`config.mk`:
```
export PLATFORM = sky130hd
export DESIGN_NAME = intc_ctrl
export DESIGN_NICKNAME = d
export VERILOG_FILES = /design/src/rtl/intc_pkg.sv /design/src/rtl/intc_prio_enc.sv /design/src/rtl/intc_ctrl.sv
export SDC_FILE = /design/constraint.sdc
export NUM_CORES = 1
export LEC_CHECK = 0
export ABC_AREA = 1
export CAP_MARGIN = 20
export CORE_UTILIZATION = 38
export CTS_CLUSTER_DIAMETER = 100
export DETAILED_ROUTE_END_ITERATION = 16
export GPL_TIMING_DRIVEN = 0
export PLACE_DENSITY = 0.68
export SKIP_LAST_GASP = 1
export SYNTH_ARGS = -nofsm -noshare
export SYNTH_HDL_FRONTEND = slang
export SYNTH_SLANG_ARGS = --single-unit
```
`constraint.sdc`:
```
create_clock -name clk -period 2 [get_ports clk]
set_clock_uncertainty 0.15 [all_clocks]
set_input_delay 0.5 -clock clk [delete_from_list [all_inputs] [get_ports clk]]
set_output_delay 0.5 -clock clk [all_outputs]
set_load 0.03 [all_outputs]
```
`src/rtl/intc_pkg.sv`:
```
// Shared definitions for the interrupt controller: FSM encoding and default sizing.
package intc_pkg;

    localparam int DEF_N_CH     = 4;
    localparam int DEF_NUM_W    = 3;
    localparam int DEF_BASE_NUM = 1;

    typedef enum logic {
        ST_IDLE = 1'b0,
        ST_REQ  = 1'b1
    } state_e;

endpackage

```
`src/rtl/intc_prio_enc.sv`:
```
// Lowest-index-wins priority encoder with a valid flag.
module intc_prio_enc #(
    parameter int N     = 4,
    parameter int IDX_W = 2
) (
    input  logic [N-1:0]     req_i,
    output logic [IDX_W-1:0] idx_o,
    output logic             valid_o
);

    // Scan from the top down so the last hit, the lowest set index, wins.
    always_comb begin
        // NOTE: default first so every path assigns idx_o and no latch is inferred.
        idx_o = '0;
        for (int i = N - 1; i >= 0; i--) begin
            if (req_i[i]) idx_o = IDX_W'(i);
        end
    end

    assign valid_o = |req_i;

endmodule

```
`src/rtl/intc_ctrl.sv`:
```
// Nested, edge-triggered interrupt controller presenting one vector at a time.
module intc_ctrl
    import intc_pkg::*;
#(
    parameter int N_CH     = DEF_N_CH,
    parameter int NUM_W    = DEF_NUM_W,
    parameter int BASE_NUM = DEF_BASE_NUM
) (
    input  logic             clk,
    input  logic             reset,
    input  logic [N_CH-1:0]  irq_in,
    input  logic             if_set,
    input  logic             if_clear,
    input  logic             mask_we,
    input  logic [N_CH-1:0]  mask_wdata,
    input  logic             int_ack,
    input  logic             int_ret,
    output logic             int_req,
    output logic [NUM_W-1:0] int_num,
    output logic [N_CH-1:0]  pending,
    output logic [N_CH-1:0]  in_service,
    output logic [N_CH-1:0]  mask,
    output logic             if_out
);

    localparam int IDX_W = (N_CH > 1) ? $clog2(N_CH) : 1;
    localparam logic [N_CH-1:0] BIT0 = N_CH'(1);

    state_e             state_q, state_d;
    logic [IDX_W-1:0]   sel_q, sel_d;
    logic [N_CH-1:0]    irq_prev_q;
    logic [N_CH-1:0]    pending_q, pending_d;
    logic [N_CH-1:0]    in_service_q, in_service_d;
    logic [N_CH-1:0]    mask_q, mask_d;
    logic               if_q, if_d;

    logic [IDX_W-1:0]   cand_idx, top_idx;
    logic               cand_valid, top_valid;
    logic [N_CH-1:0]    edge_v, sel_bit, top_bit, ack_bit, ret_bit;
    logic               eligible, withdraw, accept;

    intc_prio_enc #(.N(N_CH), .IDX_W(IDX_W)) u_cand_enc (
        .req_i   (pending_q & ~mask_q),
        .idx_o   (cand_idx),
        .valid_o (cand_valid)
    );

    intc_prio_enc #(.N(N_CH), .IDX_W(IDX_W)) u_top_enc (
        .req_i   (in_service_q),
        .idx_o   (top_idx),
        .valid_o (top_valid)
    );

    assign edge_v   = irq_in & ~irq_prev_q;
    assign sel_bit  = BIT0 << sel_q;
    assign top_bit  = BIT0 << top_idx;
    // A candidate may only preempt work of strictly lower priority.
    assign eligible = if_q && cand_valid && (!top_valid || (cand_idx < top_idx));
    // Withdrawal is judged on the write data so the request drops the next cycle.
    assign withdraw = if_clear || (mask_we && |(mask_wdata & sel_bit));

    // Next-state logic: latch the winner on entry, hold it until ack or withdrawal.
    always_comb begin
        state_d = state_q;
        sel_d   = sel_q;
        accept  = 1'b0;
        case (state_q)
            ST_IDLE: begin
                if (eligible) begin
                    state_d = ST_REQ;
                    sel_d   = cand_idx;
                end
            end
            ST_REQ: begin
                if (withdraw) begin
                    state_d = ST_IDLE;
                end else if (int_ack) begin
                    accept  = 1'b1;
                    state_d = ST_IDLE;
                end
            end
            default: state_d = ST_IDLE;
        endcase
    end

    // Register next-state: return clears before ack sets, and a fresh edge beats the ack clear.
    always_comb begin
        ack_bit      = accept ? sel_bit : '0;
        ret_bit      = (int_ret && top_valid) ? top_bit : '0;
        pending_d    = (pending_q & ~ack_bit) | edge_v;
        in_service_d = (in_service_q & ~ret_bit) | ack_bit;
        mask_d       = mask_we ? mask_wdata : mask_q;
        if (if_clear || accept) begin
            if_d = 1'b0;
        end else if (if_set || int_ret) begin
            if_d = 1'b1;
        end else begin
            if_d = if_q;
        end
    end

    // FSM state register.
    always_ff @(posedge clk or negedge reset) begin
        // NOTE: non-blocking assignments keep every register sampling pre-edge values.
        if (!reset) begin
            state_q <= ST_IDLE;
            sel_q   <= '0;
        end else begin
            state_q <= state_d;
            sel_q   <= sel_d;
        end
    end

    // Controller registers; irq_prev clears so a line held high through reset yields one edge.
    always_ff @(posedge clk or negedge reset) begin
        if (!reset) begin
            irq_prev_q   <= '0;
            pending_q    <= '0;
            in_service_q <= '0;
            mask_q       <= '0;
            if_q         <= 1'b0;
        end else begin
            irq_prev_q   <= irq_in;
            pending_q    <= pending_d;
            in_service_q <= in_service_d;
            mask_q       <= mask_d;
            if_q         <= if_d;
        end
    end

    assign int_req    = (state_q == ST_REQ);
    assign int_num    = int_req ? (NUM_W'(BASE_NUM) + NUM_W'(sel_q)) : '0;
    assign pending    = pending_q;
    assign in_service = in_service_q;
    assign mask       = mask_q;
    assign if_out     = if_q;

endmodule
```
==> impl_metrics.env <==
export IMPL_slowest_stage="dfrtp_1"
export IMPL_seq_area_frac_synth=0.509
export IMPL_post_route_min_period_ns=1.99
export IMPL_nets=179
export IMPL_synth_area_leaders="dfrtp_1 (51%), nand2_1 (16%), inv_1 (7.3%)"
export IMPL_portBuffers=31
export IMPL_synthesis_nets=140
export IMPL_die_h_um=52.9
export IMPL_cts_tree="yes"
export IMPL_max_clock_path_buffers=2
export IMPL_antenna_found_initial=0
export IMPL_grt_overflow_total=0
export IMPL_worst_path_buf_inv=3
export IMPL_worst_pin_slew_ns=0.891
export IMPL_critPathLaunchType="flop"
export IMPL_cts_root_buf="clkbuf_4"
export IMPL_grtUsageTotal=0.184
export IMPL_start_util=0.401
export IMPL_drt_pass1_iterations=4
export IMPL_setup_worst_path_start="sel_q[0]"
export IMPL_die_area_um2=2800
export IMPL_htree_levels=1
export IMPL_slew_violations=0
export IMPL_place_ws_ns=-0.182
export IMPL_num_fill_cells=254
export IMPL_fp_dieW_um=52.9
export IMPL_hp_class="flop to flop"
export IMPL_grt_max_degree=21
export IMPL_ys_ff_latch=20
export IMPL_gp_congestion=0.762
export IMPL_synth_edf_count=0
export IMPL_holdCritStartpoint="irq_prev_q[1]"
export IMPL_p_leak_nw=0.750
export IMPL_cp_required_ns=1.35
export IMPL_synth_cell_types=17
export IMPL_critPathKind="flop to primary output"
export IMPL_grt_pass1_vias=842
export IMPL_critPathArrivalTime_ns=1.34
export IMPL_areaGrowthSynthToFinish_pct=38.5
export IMPL_ant_nets=0
export IMPL_rsz0062_at_grt="true"
export IMPL_io_pins=32
export IMPL_cp_end_kind="primary output"
export IMPL_crit_fanout=4
export IMPL_tns_ns=0
export IMPL_p_total_w=0.00141
export IMPL_slew_headroom=0.404
export IMPL_hold_viol=0
export IMPL_synth_most_common_cell="nand2_1"
export IMPL_finalCritPeriodShare=0.993
export IMPL_powerDensity_nw_per_um2=1040
export IMPL_grt_pass1_wl_um=3570
export IMPL_synth_top_cell_by_area="dfrtp_1"
export IMPL_diodes=0
export IMPL_ys_async_sr_fraction=1.00
export IMPL_layout_drive_gt1_share=0.108
export IMPL_wl_per_cell_um=11.3
export IMPL_cp_top_family="flip-flops"
export IMPL_max_stage_delay_ns=0.43
export IMPL_setup_viol=0
export IMPL_fin_util=0.555
export IMPL_ir_drop_uv=468
export IMPL_coreArea_um2=2450
export IMPL_postSynthCellCount=120
export IMPL_fmax_mhz=504
export IMPL_holdWs_ns=0.332
export IMPL_wl_um=2120
export IMPL_insertion_delay_ns=0.30
export IMPL_path_clk_slew_ns=0.11
export IMPL_hold_buffers=0
export IMPL_synth_top_area_share=0.509
export IMPL_rows=18
export IMPL_vias=888
export IMPL_first_iter_violations=10
export IMPL_syn_area_um2=983
export IMPL_max_cap_violations=0
export IMPL_worst_slack_ns=0.0148
export IMPL_synthFlopType="dfrtp_1"
export IMPL_clkSinkCount=20
export IMPL_path_cells="inv_2 -> ha_1 -> nand2_1 -> inv_1 -> clkbuf_4"
export IMPL_synth_common_cells="nand2_1 (43), dfrtp_1 (20), inv_1 (19), o21ai_0 (8), nor2_1 (7)"
export IMPL_ys_warn_count=0
export IMPL_rr_startpoint="sel_q[0]"
export IMPL_vias_per_cell=4.72
export IMPL_syn_area_per_cell_um2=8.20
export IMPL_place_hpwl_um=1670
export IMPL_numCtsBuffers=3
export IMPL_outcome="finished clean"
export IMPL_drcViolationCount=0
[path summary, 6_finish.rpt]
path / to / slack [ns] / cells after the start
worst max register to register: pending[3] / 0.16 / 9
worst max-delay path: int_num[1] / 0.01 / 5
worst min register to register: pending[1] / 0.33 / 3
min in group asynchronous: int_req / 0.54 / 1
worst min-delay path: pending[1] / 0.33 / 3
max in group asynchronous: if_out / 0.62 / 1
[registers in the layout, summed over array words and instances, names as in the netlist]
| register | flops |
|---|---|
| int_req | 1 |
| in_service | 4 |
| mask | 4 |
| irq_prev_q | 4 |
| if_out | 1 |
| sel_q | 2 |
| pending | 4 |
[per-layer routing]
layer / share of wire / global-route usage / wire length [µm] / vias up
met5: 0 / 0 / 0 / -
met4: 0.020 / 0.0921 / 42 / 0
met3: 0.052 / 0.0374 / 111 / 5
met2: 0.49 / 0.314 / 1050 / 26
met1: 0.43 / 0.216 / 915 / 404
li1: - / - / - / 453
[metrics by stage]
stage | cells | area [µm²]
finish | 188 | 1360
global route | 188 | 1360
CTS | 187 | 1370
detailed placement | 181 | 1330
global placement | 181 | 1330
floorplan | 120 | 983
[area by class of cell]
cell class | count | area [µm²] | share of cell area
timing repair buffer | 34 | 303 | 0.222
inverter | 19 | 71.3 | 0.0523
tap | 30 | 37.5 | 0.0275
clock buffer | 4 | 36.3 | 0.0266
sequential | 20 | 500 | 0.367
multi-input combinational | 81 | 414 | 0.304
[worst min-delay path, cell delays in order, from the launching register on]
cell,delay (ns)
dfrtp_1,0.34
inv_1,0.03
nand2_1,0.04
nand2_1,0.04
[placed cells by master, fill, tap and decap left out]
master           netlist  final
ha_2                   0      1
a21oi_1                2      2
nand3_1                3      3
dfrtp_1               20     20
nand2_2                2      2
a31oi_1                1      1
o21ai_0                8      8
dlygate4sd2_1          0     14
a22o_1                 1      1
nor2_1                 7      7
o21ai_1                1      1
buf_2                  0      2
nand2_1               43     43
mux2_2                 1      1
clkbuf_4               0      4
nor3_1                 1      1
nand4_1                4      4
inv_2                  0      1
ha_1                   5      4
nor2_2                 1      1
inv_1                 19     18
clkbuf_8               0      1
clkdlybuf4s50_1        0     14
o21ai_4                1      1
buf_4                  0      3
[power by group]
| part | internal (W) | total (W) | switching (W) |
|---|---|---|---|
| Combinational | 0.000243 | 0.000642 | 0.000398 |
| Sequential | 0.000473 | 0.000539 | 0.0000659 |
| Clock | 0.000111 | 0.000233 | 0.000122 |
| Total | 0.000827 | 0.00141 | 0.000586 |
[cells by family after synthesis]
group                      count (synthesis)  share of synthesized area
buffers and inverters                     19                     0.0725
DFF                                       20                      0.509
adders and majority gates                  5                     0.0636
and+or+nand+nor                           61                      0.256
muxes                                      1                     0.0114
AOI/OAI and AO/OA                         14                     0.0878
[repair_timing]
| item | in CTS | in global routing |
|---|---|---|
| buffers inserted | 2 | 1 |
| resized for setup | 23 | 9 |
| endpoints found under the setup margin | 17 | 3 |
(Power assumes the default switching activity.)
==> RTL change 1: new RTL, config.mk and constraints unchanged <==
Take the reset off `pending_q` and load it in a clocked block of its own.
--- a/src/rtl/intc_ctrl.sv
+++ b/src/rtl/intc_ctrl.sv
@@ -116,5 +116,4 @@
         if (!reset) begin
             irq_prev_q   <= '0;
-            pending_q    <= '0;
             in_service_q <= '0;
             mask_q       <= '0;
@@ -122,9 +121,12 @@
         end else begin
             irq_prev_q   <= irq_in;
-            pending_q    <= pending_d;
             in_service_q <= in_service_d;
             mask_q       <= mask_d;
             if_q         <= if_d;
         end
+    end
+
+    always_ff @(posedge clk) begin
+        pending_q <= pending_d;
     end
 
Behaviour: not the same (a bounded check fails within 4 cycles, from zero or initial values and one cycle with reset low).
==> RTL change 1 against the unedited design <==
Sequential cell count did not move. Setup slack improved by 0.033 ns. Synthesized area fell by 2.0%. Routed wire length rose by 5.2%. Non-clock buffer count did not move. Highest routed layer unchanged. Combinational power rose by 6.5%. Critical path type unchanged. Utilization rose by 4.1 points. Final cell count fell by 1.1%. Total power rose by 1.3%. Cell area rose by 0.55%.
==> RTL change 1: results (changes against the unedited design) <==
Fillers -> 228 (-10%)
Vias in the first global route -> 895 (+6.3%)
Fmax -> 0.512 GHz (+1.7%)
Post-DR vias/cell -> 4.75 (+0.62%)
HP Start -> pending[2]$_DFF_P_
Post-CTS sizing -> 25 (+8.7%)
Slew of the pin with the lowest slew margin -> 0.738 ns (-0.153 ns)
Placed cell area -> 1310 sq um (-1.7%)
Internal power -> 0.819 mW (-1.0%)
GP Congestion -> 0.786 (+3.2%)
Dpl ws -> -0.203 ns (-0.0211 ns)
WP data arrival -> 1.30 ns (-0.04 ns)
FF-to-FF Start -> sel_q[1]$_DFFE_PN0P_
Worst hold path depth -> 2 (-1)
Synth top cells by count -> nand2_1 (43), inv_1 (19), dfrtp_1 (16)
WL met3 -> 114 um (+2.7%)
Reg2Reg Depth -> 7 (-2)
P_comb -> 0.684 mW (+6.5%)
Area Overhead vs Synth -> 42.2%
GR Util met1 -> 0.247 (+0.0309)
Status -> complete, no violations
Yosys cell types -> 18 (+1)
Reg area -> 482 sq um (-3.8%)
Via Count -> 884 (-0.45%)
Worst vdd ir -> 666 uV (+42%)
M1 WL -> 1.02 mm (+11%)
Setup Buffers After CTS -> 1 (-1)
First-pass GRT wire length -> 3.85 mm (+7.7%)
Met3 Resource Use GR -> 0.0464 (+0.00902)
Seq/Total Area, Yosys -> 0.499 (-0.0102)
RTL change 1: cell types whose count changed in the layout (fill, tap and decap cells not counted), sizes merged:
cell / unedited run / this run
dfrtp: 20 / 16
dfxtp: 0 / 4
clkbuf: 5 / 4
clkdlybuf4s15: 0 / 1
dlygate4sd2: 14 / 13
dlymetal6s2s: 0 / 1
RTL change 1: path summary, 6_finish.rpt:
path                                           end  slack [ns]
min                             pending[2]$_DFF_P_        0.32
max in group asynchronous     sel_q[0]$_DFFE_PN0P_        0.72
max                                     int_num[2]        0.05
max reg2reg                     pending[3]$_DFF_P_        0.22
min in group asynchronous  in_service[0]$_DFF_PN0_        0.47
min reg2reg                     pending[2]$_DFF_P_        0.32
RTL change 1: cells by family after synthesis:
group / count (synthesis) / synth area share
buf+inv: 19 / 0.0740
compound gates: 14 / 0.0896
mux: 1 / 0.0117
simple gates: 61 / 0.261
fa+ha+maj: 5 / 0.0649
flops: 20 / 0.499
==> RTL change 2: new RTL, config.mk and constraints unchanged <==
Made on the original files. Set the package constant `DEF_NUM_W` to 2 (it was 3).
--- a/src/rtl/intc_pkg.sv
+++ b/src/rtl/intc_pkg.sv
@@ -3,5 +3,5 @@
 
     localparam int DEF_N_CH     = 4;
-    localparam int DEF_NUM_W    = 3;
+    localparam int DEF_NUM_W    = 2;
     localparam int DEF_BASE_NUM = 1;
 
Ports: changed (resized int_num); port bits go from 32 to 31. No check against the original RTL was run, so the function may have changed too.
==> RTL change 2 against the unedited design <==
Setup slack improved by 0.028 ns. Sequential cell count stayed put. Routed wire length is 1.7% lower. Total power up 7.8%. Clock power up 42%. Cell area grew 0.92%. Via count decreased by 2.0%. Worst hold slack got worse by 0.0028 ns. Die area decreased by 0.74%. Synthesized area shrank 0.76%. Critical path type unchanged. Critical endpoint unchanged. Largest power group unchanged.
==> RTL change 2: results (changes against the unedited design) <==
Via Count -> 870 (-2.0%)
Slew headroom -> 0.412 (+0.00767)
Final WL -> 2.08 mm (-1.7%)
Worst vdd ir -> 572 uV (+22%)
H-tree depth -> 1 (unchanged)
Fin Hold WS -> 0.330 ns (-0.00285 ns)
Initial antenna violation count -> 0 (unchanged)
Static Leakage -> 0.749 nW (about the same)
Total CTS buffers -> 3 (unchanged)
Vias in the first global route -> 814 (-3.3%)
Post-synthesis async set-or-reset flop share -> 1.00 (unchanged)
Synth Area in Compound Gates -> 0.0885 (+0.000675)
FF-to-FF Start -> sel_q[1]$_DFFE_PN0P_
Layout cells sized above 1 -> 0.0974 (-0.0102)
Placed cell area -> 1310 sq um (-1.5%)
DP HPWL -> 1.62 mm (-2.7%)
Largest net degree at the start of global routing -> 21 (unchanged)
Port buffer count -> 30 (-3.2%)
HP Start -> irq_prev_q[1]$_DFF_PN0_
GP Congestion -> 0.761 (about the same)
Multiplexer share of the synthesized area -> 0.0115 (+0.0000881)
Root Driver -> clkbuf_4
Status -> complete, no violations
Most common cell in the synthesized netlist -> nand2_1
Reg2Reg Depth -> 7 (-2)
Worst min-delay path category -> reg -> reg
Synth Area in Adders -> 0.0641 (+0.000489)
Layout Nets -> 175 (-2.2%)
Sw frac -> 0.392 (-0.0230)
P_comb -> 0.654 mW (+2%)
Synth area leaders -> dfrtp_1 (51%), nand2_1 (16%), inv_1 (6.9%)
Drt first pass iters -> 4 (unchanged)
Post-Synth XOR/XNOR Area -> 0 (unchanged)
Longest Clk Path Bufs -> 2 (unchanged)
Setup crit end -> int_num[1]
Worst Hold End -> pending[1]$_DFF_PN0_
Total GRT Usage -> 0.174 (-0.00971)
Worst-skew pair later-pin latency -> 0.30 ns (about the same)
ANT cells -> 0 (unchanged)
Iter 0 DRT Violations -> 11 (+1)
Worst Setup SP -> sel_q[0]$_DFFE_PN0P_
Yosys cell types -> 17 (unchanged)
Clk pwr -> 0.331 mW (+42%)
First-pass GRT wire length -> 3.47 mm (-2.9%)
Worst hold path depth -> 3 (unchanged)
CTS clk-pin slew, worst paths -> 0.12 ns
Internal power -> 0.927 mW (+12%)
Yosys warns -> 0 (unchanged)
Seq/Total Area, Yosys -> 0.513 (+0.00391)
WP data arrival -> 1.31 ns (-0.03 ns)
Synth top cells by count -> nand2_1 (42), dfrtp_1 (20), inv_1 (18)
Reg-to-reg setup timing slack -> 0.25 ns (+0.09 ns)
Crit-path max FO -> 5 (+1)
Net Count, Synth -> 138 (-1.4%)
Worst R2R End -> pending[2]$_DFF_PN0_
[RTL change 2: cell types whose count changed after synthesis]
cell and change:
inv_1 -1, nand2_1 -1
[RTL change 2: logic make-up after synthesis]
group | Yosys count
buffers and inverters | 18
multiplexers | 1
AO/OA/AOI/OAI | 14
flip-flops | 20
AND/OR/NAND/NOR | 60
adder cells (fa/ha/maj) | 5
[RTL change 2: layer usage]
layer / GRT usage / vias to the layer above / routed length (um)
met5: 0 / - / 0
met3: 0.0435 / 2 / 123
li1: - / 444 / -
met2: 0.287 / 25 / 1000
met1: 0.223 / 399 / 939
met4: 0.0526 / 0 / 13
[RTL change 2: cell type report]
| cell class | count | area [sq um] |
|---|---|---|
| timing repair buffer | 32 | 298 |
| clock inverter | 1 | 30.0 |
| multi-input combinational | 80 | 420 |
| fill | 218 | 943 |
| tap | 28 | 35.0 |
| inverter | 18 | 67.6 |
| sequential | 20 | 502 |
| clock buffer | 3 | 22.5 |
[RTL change 2: metrics by stage]
step | cells | setup TNS [ns] | setup slack [ns]
floorplan | 118 | 0 | 0.271
detailed placement | 176 | -0.202 | -0.202
finish | 182 | 0 | 0.0424
global route | 182 | -0.0269 | -0.0269
global placement | 176 | -0.167 | -0.167
CTS | 180 | -0.181 | -0.181
[RTL change 2: critical path, cell delays in order, from the launching register on]
cell and delay, ns:
dfrtp_2 0.47, inv_2 0.10, ha_4 0.20, nand2_1 0.05
inv_1 0.03, buf_4 0.15
[RTL change 2: what timing repair did]
item	CTS	global route
setup endpoints to repair	15	2
buffers inserted	0	2
resized for setup	17	8
gates cloned	0	0
